[src/rtl/pc_seq_unit_pkg.sv]
// Shared definitions for the PC sequencer: next-PC select encoding and
// default parameter values.
package pc_pkg;

  localparam int PC_WIDTH_DEF = 16;
  localparam int PC_INC_DEF   = 2;
  localparam int RESET_PC_DEF = 0;

  typedef enum logic [1:0] {
    SEL_HOLD = 2'd0,
    SEL_RET  = 2'd1,
    SEL_JB   = 2'd2,
    SEL_INC  = 2'd3
  } pc_sel_e;

endpackage

[src/rtl/pc_seq_unit_if.sv]
// Control/address bundle between decode/branch logic, fetch and the PC
// sequencer. The master drives control; the slave (sequencer) drives PC and status.
interface pc_seq_unit_if
  import pc_pkg::*;
#(
  parameter int PC_WIDTH = PC_WIDTH_DEF
);

  logic                Stall;
  logic                JBP_enable;
  logic [PC_WIDTH-1:0] JB_Target;
  logic                Call;
  logic                Ret;
  logic [PC_WIDTH-1:0] PC_Out;
  logic [PC_WIDTH-1:0] PC_Next;
  logic                RAS_Empty;
  logic                RAS_Full;
  logic                RAS_Err;

  modport master (
    output Stall, JBP_enable, JB_Target, Call, Ret,
    input  PC_Out, PC_Next, RAS_Empty, RAS_Full, RAS_Err
  );

  modport slave (
    input  Stall, JBP_enable, JB_Target, Call, Ret,
    output PC_Out, PC_Next, RAS_Empty, RAS_Full, RAS_Err
  );

endinterface

[src/rtl/pc_seq_unit_ras.sv]
// Return-address stack as a circular buffer: a push when full overwrites
// the oldest entry; push-when-full and pop-when-empty set a sticky error.
module pc_ras
  import pc_pkg::*;
#(
  parameter int RAS_DEPTH = 4,
  parameter int PC_WIDTH  = PC_WIDTH_DEF
) (
  input  logic                clk,
  input  logic                rst_n,
  input  logic                push_i,
  input  logic                pop_i,
  input  logic [PC_WIDTH-1:0] push_data_i,
  output logic [PC_WIDTH-1:0] top_o,
  output logic                empty_o,
  output logic                full_o,
  output logic                err_o
);

  localparam int PTR_W = $clog2(RAS_DEPTH);
  localparam int CNT_W = PTR_W + 1;

  logic [PC_WIDTH-1:0] mem_q [RAS_DEPTH];
  logic [PTR_W-1:0]    wr_ptr_q;
  logic [PTR_W-1:0]    top_ptr;
  logic [CNT_W-1:0]    cnt_q;
  logic                err_q;

  // wr_ptr_q is the next free slot; the top is the slot just below it.
  assign top_ptr = wr_ptr_q - PTR_W'(1);
  assign top_o   = mem_q[top_ptr];
  assign empty_o = (cnt_q == '0);
  assign full_o  = (cnt_q == CNT_W'(RAS_DEPTH));
  assign err_o   = err_q;

  // NOTE: storage has no reset; validity is tracked by cnt_q, so resetting the
  // array would only add reset fan-out to every flop.
  always_ff @(posedge clk) begin
    if (push_i) begin
      mem_q[wr_ptr_q] <= push_data_i;
    end
  end

  // NOTE: sequential state uses non-blocking assignments only, so every read
  // in this block sees the pre-edge value regardless of statement order.
  always_ff @(posedge clk) begin
    if (!rst_n) begin
      wr_ptr_q <= '0;
      cnt_q    <= '0;
      err_q    <= 1'b0;
    end else if (push_i) begin
      wr_ptr_q <= wr_ptr_q + PTR_W'(1);
      if (full_o) begin
        err_q <= 1'b1;
      end else begin
        cnt_q <= cnt_q + CNT_W'(1);
      end
    end else if (pop_i) begin
      if (empty_o) begin
        err_q <= 1'b1;
      end else begin
        wr_ptr_q <= top_ptr;
        cnt_q    <= cnt_q - CNT_W'(1);
      end
    end
  end

endmodule

[src/rtl/pc_seq_unit.sv]
// Program-counter sequencer: PC register, next-PC priority mux and RAS.
// Optional alignment check is enabled by defining PC_ALIGN_CHECK_EN.
module pc_seq_unit
  import pc_pkg::*;
#(
  parameter int PC_WIDTH  = PC_WIDTH_DEF,
  parameter int PC_INC    = PC_INC_DEF,
  parameter int RESET_PC  = RESET_PC_DEF,
  parameter int RAS_DEPTH = 4
) (
  input  logic          clk,
  input  logic          rst_n,
`ifdef PC_ALIGN_CHECK_EN
  output logic          Misalign,
`endif
  pc_seq_unit_if.slave  bus
);

  localparam logic [PC_WIDTH-1:0] INC_W   = PC_WIDTH'(PC_INC);
  localparam logic [PC_WIDTH-1:0] RESET_W = PC_WIDTH'(RESET_PC);

  pc_sel_e             sel;
  logic [PC_WIDTH-1:0] pc_q;
  logic [PC_WIDTH-1:0] pc_d;
  logic [PC_WIDTH-1:0] pc_inc;
  logic [PC_WIDTH-1:0] ras_top;
  logic                ras_empty;
  logic                ras_push;
  logic                ras_pop;

  assign pc_inc   = pc_q + INC_W;
  assign ras_pop  = !bus.Stall && bus.Ret;
  assign ras_push = !bus.Stall && !bus.Ret && bus.JBP_enable && bus.Call;

  // NOTE: every variable assigned in always_comb gets a default first, so no
  // path leaves it unassigned and no latch is inferred.
  always_comb begin
    sel = SEL_INC;
    if (bus.Stall) begin
      sel = SEL_HOLD;
    end else if (bus.Ret) begin
      // Underflow falls through to the sequential increment.
      sel = ras_empty ? SEL_INC : SEL_RET;
    end else if (bus.JBP_enable) begin
      sel = SEL_JB;
    end
  end

  always_comb begin
    pc_d = pc_inc;
    unique case (sel)
      SEL_HOLD: pc_d = pc_q;
      SEL_RET:  pc_d = ras_top;
      SEL_JB:   pc_d = bus.JB_Target;
      SEL_INC:  pc_d = pc_inc;
    endcase
  end

  always_ff @(posedge clk) begin
    if (!rst_n) begin
      pc_q <= RESET_W;
    end else begin
      pc_q <= pc_d;
    end
  end

  pc_ras #(
    .RAS_DEPTH (RAS_DEPTH),
    .PC_WIDTH  (PC_WIDTH)
  ) u_ras (
    .clk         (clk),
    .rst_n       (rst_n),
    .push_i      (ras_push),
    .pop_i       (ras_pop),
    .push_data_i (pc_inc),
    .top_o       (ras_top),
    .empty_o     (ras_empty),
    .full_o      (bus.RAS_Full),
    .err_o       (bus.RAS_Err)
  );

  assign bus.PC_Out    = pc_q;
  assign bus.PC_Next   = pc_d;
  assign bus.RAS_Empty = ras_empty;

`ifdef PC_ALIGN_CHECK_EN
  logic misalign_q;
  logic misalign_d;

  // Only externally supplied addresses (target or popped return) are checked.
  assign misalign_d = ((sel == SEL_JB) || (sel == SEL_RET)) && ((pc_d % INC_W) != '0);

  always_ff @(posedge clk) begin
    if (!rst_n) begin
      misalign_q <= 1'b0;
    end else if (misalign_d) begin
      misalign_q <= 1'b1;
    end
  end

  assign Misalign = misalign_q;
`endif

endmodule

[src/flat_wrapper.sv]
// flat-port wrapper written by rule: the top's interface ports become plain ports
module pc_seq_unit_flat import pc_pkg::*;
#(
  parameter int PC_WIDTH  = PC_WIDTH_DEF,
  parameter int PC_INC    = PC_INC_DEF,
  parameter int RESET_PC  = RESET_PC_DEF,
  parameter int RAS_DEPTH = 4
)
  (clk, rst_n, bus_Stall, bus_JBP_enable, bus_JB_Target, bus_Call, bus_Ret, bus_PC_Out, bus_PC_Next, bus_RAS_Empty, bus_RAS_Full, bus_RAS_Err);
  pc_seq_unit_if #(.PC_WIDTH(PC_WIDTH)) bus_i ();
  input  logic clk;
  input  logic rst_n;
  input wire logic [$bits(bus_i.Stall)-1:0] bus_Stall;
  input wire logic [$bits(bus_i.JBP_enable)-1:0] bus_JBP_enable;
  input wire logic [$bits(bus_i.JB_Target)-1:0] bus_JB_Target;
  input wire logic [$bits(bus_i.Call)-1:0] bus_Call;
  input wire logic [$bits(bus_i.Ret)-1:0] bus_Ret;
  output wire logic [$bits(bus_i.PC_Out)-1:0] bus_PC_Out;
  output wire logic [$bits(bus_i.PC_Next)-1:0] bus_PC_Next;
  output wire logic [$bits(bus_i.RAS_Empty)-1:0] bus_RAS_Empty;
  output wire logic [$bits(bus_i.RAS_Full)-1:0] bus_RAS_Full;
  output wire logic [$bits(bus_i.RAS_Err)-1:0] bus_RAS_Err;
  assign bus_i.Stall = bus_Stall;
  assign bus_i.JBP_enable = bus_JBP_enable;
  assign bus_i.JB_Target = bus_JB_Target;
  assign bus_i.Call = bus_Call;
  assign bus_i.Ret = bus_Ret;
  assign bus_PC_Out = bus_i.PC_Out;
  assign bus_PC_Next = bus_i.PC_Next;
  assign bus_RAS_Empty = bus_i.RAS_Empty;
  assign bus_RAS_Full = bus_i.RAS_Full;
  assign bus_RAS_Err = bus_i.RAS_Err;
  pc_seq_unit #(.PC_WIDTH(PC_WIDTH), .PC_INC(PC_INC), .RESET_PC(RESET_PC), .RAS_DEPTH(RAS_DEPTH)) u_core (.clk(clk), .rst_n(rst_n), .bus(bus_i));
endmodule
[config.mk]
export PLATFORM = sky130hd
export DESIGN_NAME = pc_seq_unit_flat
export DESIGN_NICKNAME = d
export VERILOG_FILES = /design/src/rtl/pc_seq_unit_pkg.sv /design/src/rtl/pc_seq_unit_if.sv /design/src/rtl/pc_seq_unit_ras.sv /design/src/rtl/pc_seq_unit.sv /design/src/flat_wrapper.sv
export SDC_FILE = /design/constraint.sdc
export NUM_CORES = 1
export LEC_CHECK = 0
export CAP_MARGIN = 20
export CELL_PAD_IN_SITES_DETAIL_PLACEMENT = 1
export CELL_PAD_IN_SITES_GLOBAL_PLACEMENT = 1
export CORE_ASPECT_RATIO = 0.5
export CORE_MARGIN = 2
export CORE_UTILIZATION = 45
export DETAILED_ROUTE_END_ITERATION = 10
export PLACE_DENSITY_LB_ADDON = 0.1
export SLEW_MARGIN = 20
export SYNTH_ARGS = -nofsm -noshare
export SYNTH_HDL_FRONTEND = slang
export SYNTH_SLANG_ARGS = --single-unit
[constraint.sdc]
create_clock -name clk -period 3.8 [get_ports clk]
set_input_delay 0.76 -clock clk [delete_from_list [all_inputs] [get_ports clk]]
set_output_delay 0.76 -clock clk [all_outputs]
set_load 0.01 [all_outputs]
==> results of run 1 <==
## registers in the layout (all words and copies together) (netlist names)
register and count:
u_core.u_ras.mem_q 64, u_core.bus.PC_Out 16, u_core.u_ras.cnt_q 3, u_core.u_ras.wr_ptr_q 2
u_core.u_ras.err_o 1
## report_power, final
| group | internal, mW | leakage, nW | switching [mW] |
|---|---|---|---|
| combinational | 0.224 | 0.906 | 0.233 |
| sequential | 1.04 | 0.770 | 0.0351 |
| clock | 0.593 | 0.153 | 0.351 |
## area by class of cell
class	instances	area share [%]
clock buffers	12	4.741
clock inverters	4	1.396
inverters	12	0.8664
multi-input cells	184	30.49
flip-flops and latches	86	45.44
well taps	117	2.816
repair buffers	78	14.25
## layer usage
metal,vias to the layer above,GRT usage (%),share of wire [%]
li1,1331,-,-
met2,70,39.93,48
met5,-,0,0
met4,0,7.632,1.5
met3,17,5.749,4.2
met1,1553,33.39,47
## synth_stat cells (6+ instances only)
| master | count |
|---|---|
| a21oi_1 | 22 |
| a222oi_1 | 8 |
| and3_1 | 7 |
| clkbuf_1 | 7 |
| dfxtp_1 | 22 |
| edfxtp_1 | 64 |
| inv_1 | 11 |
| mux4_2 | 16 |
| nand2_1 | 16 |
| nand2b_1 | 6 |
| nand3_1 | 7 |
| nand4_1 | 6 |
| o21ai_2 | 6 |
| or2_2 | 7 |
## final timing paths
kind	cells past startpoint	to
min reg2reg	2	u_core.u_ras.err_o
max	7	bus_PC_Next[13]
min	2	u_core.u_ras.err_o
max reg2reg	3	u_core.u_ras.mem_q[3][15]
## through the flow
stage               setup slack [ns]  power [mW]
floorplan                     0.6975       1.351
detailed placement           -0.1452       1.549
global placement             -0.1209       1.532
CTS                          0.02135       2.491
finish                       0.09172       2.481
global route                0.004611       2.562
## critical path: cells and delay by family
kind / cells / cell delay [ns]
buffers and inverters: 3 / 1.26
AO/OA/AOI/OAI: 1 / 0.20
multiplexers: 1 / 0.12
AND/OR/NAND/NOR: 2 / 0.61
## logic make-up after synthesis
group	Yosys count	synth area share, %
simple gates	76	10.97
buf+inv	31	4.012
fa+ha+maj	6	2.021
flops	86	57.83
mux	20	9.801
compound gates	74	13.66
xor+xnor	8	1.715
## repair_timing
item,in CTS,in global routing
setup buffers,0,0
gates resized for setup,2,6
setup endpoints to repair,10,7
==> flow_summary.toml, run 1 <==
[yosys]
yosys_warnings = 0
synth_cells = 301
postSynth.asyncResetShare_pct = 0
ys_seq_area_share_pct = 57.83
yosys_register_bits = 86
synth_cell_types = 60
syn_area_um2 = 4085
syn-num-nets = 329
synth-edff-count = 64
synth_area_leaders = "edfxtp_1 (47%), dfxtp_1 (11%), mux4_2 (8.8%)"
synthFlopType = "edfxtp_1"
yosys.area.top_type_share_pct = 47.04
avgSynthCellArea_um2 = 13.57
yosysTopAreaCell = "edfxtp_1"

[detailed_routing]
drtPass1Iterations = 5
drtIter0Drc = 242
route.vias.total = 2971
routed_wl_um = 11450
drc_errors = 0
wire_per_inst_um = 23.22
drt-vias-per-instance = 6.026
drtAntennaViolNets = 0

[sta]
fin_crit_sh_pct = 97.59
setup_tns_ns = 0
worst_slew_pin_slew_ns = 0.7942
slew_headroom_pct = 46.72
fin_crit_ns = 3.708
finalSetupViolations = 0
rsz0062_at_grt = "false"
finalClockSkew_ns = 0.007638
slew_violations = 0
final_hold_viol_count = 0
hold_slack_ns = 0.4890
fmaxAchievable_mhz = 269.7

[cells_and_area]
nFillCells = 865
fin_util_pct = 59.29
seq_area_um2 = 2362
final_area_um2 = 5199
area_delta_synth_final_pct = 27.26
multi_input_area_um2 = 1585
stdcell_count = 493
final_common_cell = "edfxtp_1"
nNetsFinal = 399
final_cell_mix = "edfxtp_1 (64), clkdlybuf4s50_1 (55), a21oi_1 (22), dfxtp_1 (22), buf_4 (21)"
layout-drive-gt1-share_pct = 22.34
antenna_cells = 0

[placement]
placed_area_um2 = 4851
io_buffers = 56
globalplace.congestion = 0.8390
place_hpwl_um = 7864
place_inst = 477

[setup_path]
path_cells = "clkdlybuf4s50_1 > or4b_4 > buf_4 > a211oi_1 > mux2i_1 > nand2_1 > clkdlybuf4s50_1"
cpPeakStageDelay_ns = 0.54
critPathLaunch = "bus_Ret"
cp.required_ns = 3.04
crit_path_frequent_cell = "clkdlybuf4s50_1"
crit_type = "input pin to output port"
critPathSlowestCell = "clkdlybuf4s50_1"
r2r_slack_ns = 1.64
arrival_ns = 2.95
r2r-start = "u_core.bus.PC_Out[3]"
critPathLaunchType = "input pin"
critPathCaptureType = "output port"
critPathMaxFanout = 7

[hold_path]
hold_class = "flop to flop"
worstHoldStart = "u_core.u_ras.err_o"

[global_routing]
antenna_found_initial = 0
grt_pass1_wl_um = 17880
grt.overflow.total = 0
grt_use_total_pct = 24.50
grt_start_max_net_pins = 30
first_global_vias = 3166

[status]
outcome = "completed"

[floorplan]
row_count = 24
coreArea_um2 = 8768
dieArea_um2 = 9903
initial_utilization_pct = 46.59
io_pins = 57
dieHeight_um = 71.38
fp.dieW_um = 138.7

[clock_tree]
tritoncts = "yes"
cts-htree-levels = 3
clkTransAtPathRegs_ns = 0.06
hold_buffers = 0
clock_path_buffers = 2
clock_latency_ns = 0.34
cts_root_buffer = "clkbuf_16"
cts_made_buffers = 9
clock_sinks = 86

[flow_run]
maxCapViolations = 0

[power_and_ir_drop]
ir_worst_vdd_mv = 0.2469
leakagePower_nw = 1.829
p_per_area_nw_per_um2 = 477.2
(Power assumes the default switching activity.)
==> run 2, diff against run 1 <==
--- a/config.mk
+++ b/config.mk
@@ -12,6 +12,7 @@
 export CORE_MARGIN = 2
 export CORE_UTILIZATION = 45
 export DETAILED_ROUTE_END_ITERATION = 10
+export HOLD_SLACK_MARGIN = 0.08
 export PLACE_DENSITY_LB_ADDON = 0.1
 export SLEW_MARGIN = 20
 export SYNTH_ARGS = -nofsm -noshare
==> results of run 2 <==
Final layout, timing and power as in run 1 (identical DEF).
==> run 3, diff against run 2 <==
--- a/config.mk
+++ b/config.mk
@@ -5,15 +5,16 @@
 export SDC_FILE = /design/constraint.sdc
 export NUM_CORES = 1
 export LEC_CHECK = 0
+export ABC_AREA = 1
 export CAP_MARGIN = 20
 export CELL_PAD_IN_SITES_DETAIL_PLACEMENT = 1
 export CELL_PAD_IN_SITES_GLOBAL_PLACEMENT = 1
 export CORE_ASPECT_RATIO = 0.5
 export CORE_MARGIN = 2
-export CORE_UTILIZATION = 45
+export CORE_UTILIZATION = 41
 export DETAILED_ROUTE_END_ITERATION = 10
-export HOLD_SLACK_MARGIN = 0.08
 export PLACE_DENSITY_LB_ADDON = 0.1
+export SETUP_SLACK_MARGIN = 0.02
 export SLEW_MARGIN = 20
 export SYNTH_ARGS = -nofsm -noshare
 export SYNTH_HDL_FRONTEND = slang
==> run 3 against run 2 <==
Sequential share of layout area shrank 0.57 points; critical endpoint is now bus_PC_Next[7]; final area grew 1.3%; clock skew shrank 0.00088 ns; global-route usage shrank 1.9 points; total power shrank 6.5%; maximum frequency grew 5.3%; worst hold slack lost 0.017 ns; largest cell class unchanged; synthesized cell count grew 66%.
==> flow_summary.toml, run 3 <==
[yosys]
ys_seq_area_share_pct = 55.97
synth_cells = 500
syn-num-nets = 528
synth_area_leaders = "edfxtp_1 (46%), nand2_1 (15%), dfxtp_1 (10%)"
yosys.area.top_type_share_pct = 45.54
synth_cell_types = 27
synthFlopType = "edfxtp_1"
yosys_warnings = 0
yosysTopAreaCell = "edfxtp_1"
synth.most_common_cell = "nand2_1"
syn_area_um2 = 4220
synth_common_cells = "nand2_1 (167), edfxtp_1 (64), inv_1 (60)"
yosys_register_bits = 86
postSynth.asyncResetShare_pct = 0
avgSynthCellArea_um2 = 8.441
synth-edff-count = 64

[clock_tree]
clock_path_buffers = 2
tritoncts = "yes"
clock_sinks = 86
clkTransAtPathRegs_ns = 0.06
hold_buffers = 0
cts_root_buffer = "clkbuf_16"
cts_made_buffers = 9
cts_resized = 0
clock_latency_ns = 0.34
cts-htree-levels = 3
cts_setup_buffers = 0

[setup_path]
crit_type = "input pin to output port"
critPathCaptureType = "output port"
critPathMaxFanout = 7
critPathLaunchType = "input pin"
critPathSlowestCell = "clkdlybuf4s50_1"
reg2reg_to = "u_core.bus.PC_Out[1]"
worst-path-buf-inv = 5
cpPeakStageDelay_ns = 0.54
cp.required_ns = 3.04
r2r_slack_ns = 1.82
path_cells = "clkdlybuf4s50_1 > inv_2 > nand2_2 > nand2_1 > nor2_4 > buf_4 > nand2_1 > nand3_1 > o21ai_1 > inv_1 > clkdlybuf4s50_1"
r2r-start = "u_core.u_ras.wr_ptr_q[1]"
arrival_ns = 2.76
critPathTopFamily = "buffers and inverters"
rr_worst_depth = 9

[detailed_routing]
drtAntennaViolNets = 0
drt-vias-per-instance = 4.945
drtIter0Drc = 210
routed_wl_um = 12030
route.vias.total = 3506
drtPass1Iterations = 4
wire_per_inst_um = 16.97
drc_errors = 0

[global_routing]
grt.overflow.total = 0
grt_start_max_net_pins = 39
grt_pass1_wl_um = 18530
grt_use_total_pct = 22.61
antenna_found_initial = 0
first_global_vias = 3418

[sta]
fin_crit_ns = 3.520
final_hold_viol_count = 0
worst_slew_pin_slew_ns = 0.5855
finalSetupViolations = 0
setup_tns_ns = 0
slew_headroom_pct = 60.92
fin_crit_sh_pct = 92.63
slew_violations = 0
hold_slack_ns = 0.4722
finalClockSkew_ns = 0.006761
fmaxAchievable_mhz = 284.1
rsz0062_at_grt = "false"

[power_and_ir_drop]
p_per_area_nw_per_um2 = 440.6
ir_worst_vdd_mv = 0.2395
leakagePower_nw = 2.197
power_mw = 2.320

[cells_and_area]
nNetsFinal = 592
final_common_cell = "nand2_1"
largest_reg_flops = 64
final_area_um2 = 5265
final_cell_mix = "nand2_1 (167), edfxtp_1 (64), inv_1 (60)"
layout-drive-gt1-share_pct = 7.381
antenna_cells = 0
area_delta_synth_final_pct = 24.76
regMostFlops = "u_core.u_ras.mem_q"

[hold_path]
worstHoldStart = "u_core.u_ras.err_o"
min_path_cells = 2
hold_class = "flop to flop"
hold_end = "u_core.u_ras.err_o"

[floorplan]
dieHeight_um = 75.74
dieArea_um2 = 11170
row_count = 26
coreArea_um2 = 10120
initial_utilization_pct = 41.71
fp.dieW_um = 147.5
io_pins = 57

[placement]
place_hpwl_um = 8360
io_buffers = 56
globalplace.congestion = 0.7656
placed_area_um2 = 4980

[flow_run]
maxCapViolations = 0

[status]
outcome = "completed"
run 3: worst max-delay path by stage:
stage                            endpoint                      from  cells past startpoint
final                      bus_PC_Next[7]                   bus_Ret                     11
after global routing      bus_PC_Next[13]                   bus_Ret                     11
after CTS                  bus_PC_Next[9]      u_core.bus.PC_Out[2]                      8
after detailed placement  bus_PC_Next[13]                   bus_Ret                     11
after global placement    bus_PC_Next[13]                   bus_Ret                     11
after floorplan           bus_PC_Next[10]  u_core.u_ras.wr_ptr_q[0]                     14
run 3: power breakdown:
part | switching, mW | internal, mW
clock | 0.342 | 0.496
sequential | 0.0293 | 1.04
combinational | 0.240 | 0.170
total | 0.611 | 1.71
run 3: cell type report:
type	instances	area, um^2
multi-input cells	334	1534
fillers	1222	4852
clock inverters	1	5.005
well taps	140	175.2
inverters	64	240.2
clock buffers	15	277.8
flip-flops and latches	86	2362
repair buffers	69	670.6
run 3: cells by family (layout without fill, tap and decap cells):
kind of cell	count (synthesis)	count (layout)	share of synthesized area, %
xor gates and xnor gates	5	5	1.038
and+or+nand+nor	294	294	29.59
AOI/OAI and AO/OA	28	28	3.469
muxes	1	1	0.2372
DFF	86	86	55.97
buffers and inverters	80	149	7.738
adders and majority gates	6	6	1.957
run 3: routing by layer:
metal	part of all wire (%)	GRT usage [%]
met2	48	39.20
met4	0.72	5.876
met3	4.3	4.970
met5	0	0
met1	47	29.62
run 3: per-stage QoR:
step,cells,setup WS (ns),utilization [%]
after floorplan,500,1.224,-
after global placement,693,0.3105,49.22
after detailed placement,693,0.2915,49.22
after CTS,709,0.2370,52.02
after global routing,709,0.1271,52.04
final,709,0.2800,52.04
run 3: worst register-to-register path: cells and delay by family (launching register included):
family / cells / cell delay [ns]
AO/OA/AOI/OAI: 1 / 0.10
adder cells (fa/ha/maj): 1 / 0.37
buffers and inverters: 2 / 0.43
flip-flops: 1 / 0.39
AND/OR/NAND/NOR: 5 / 0.59
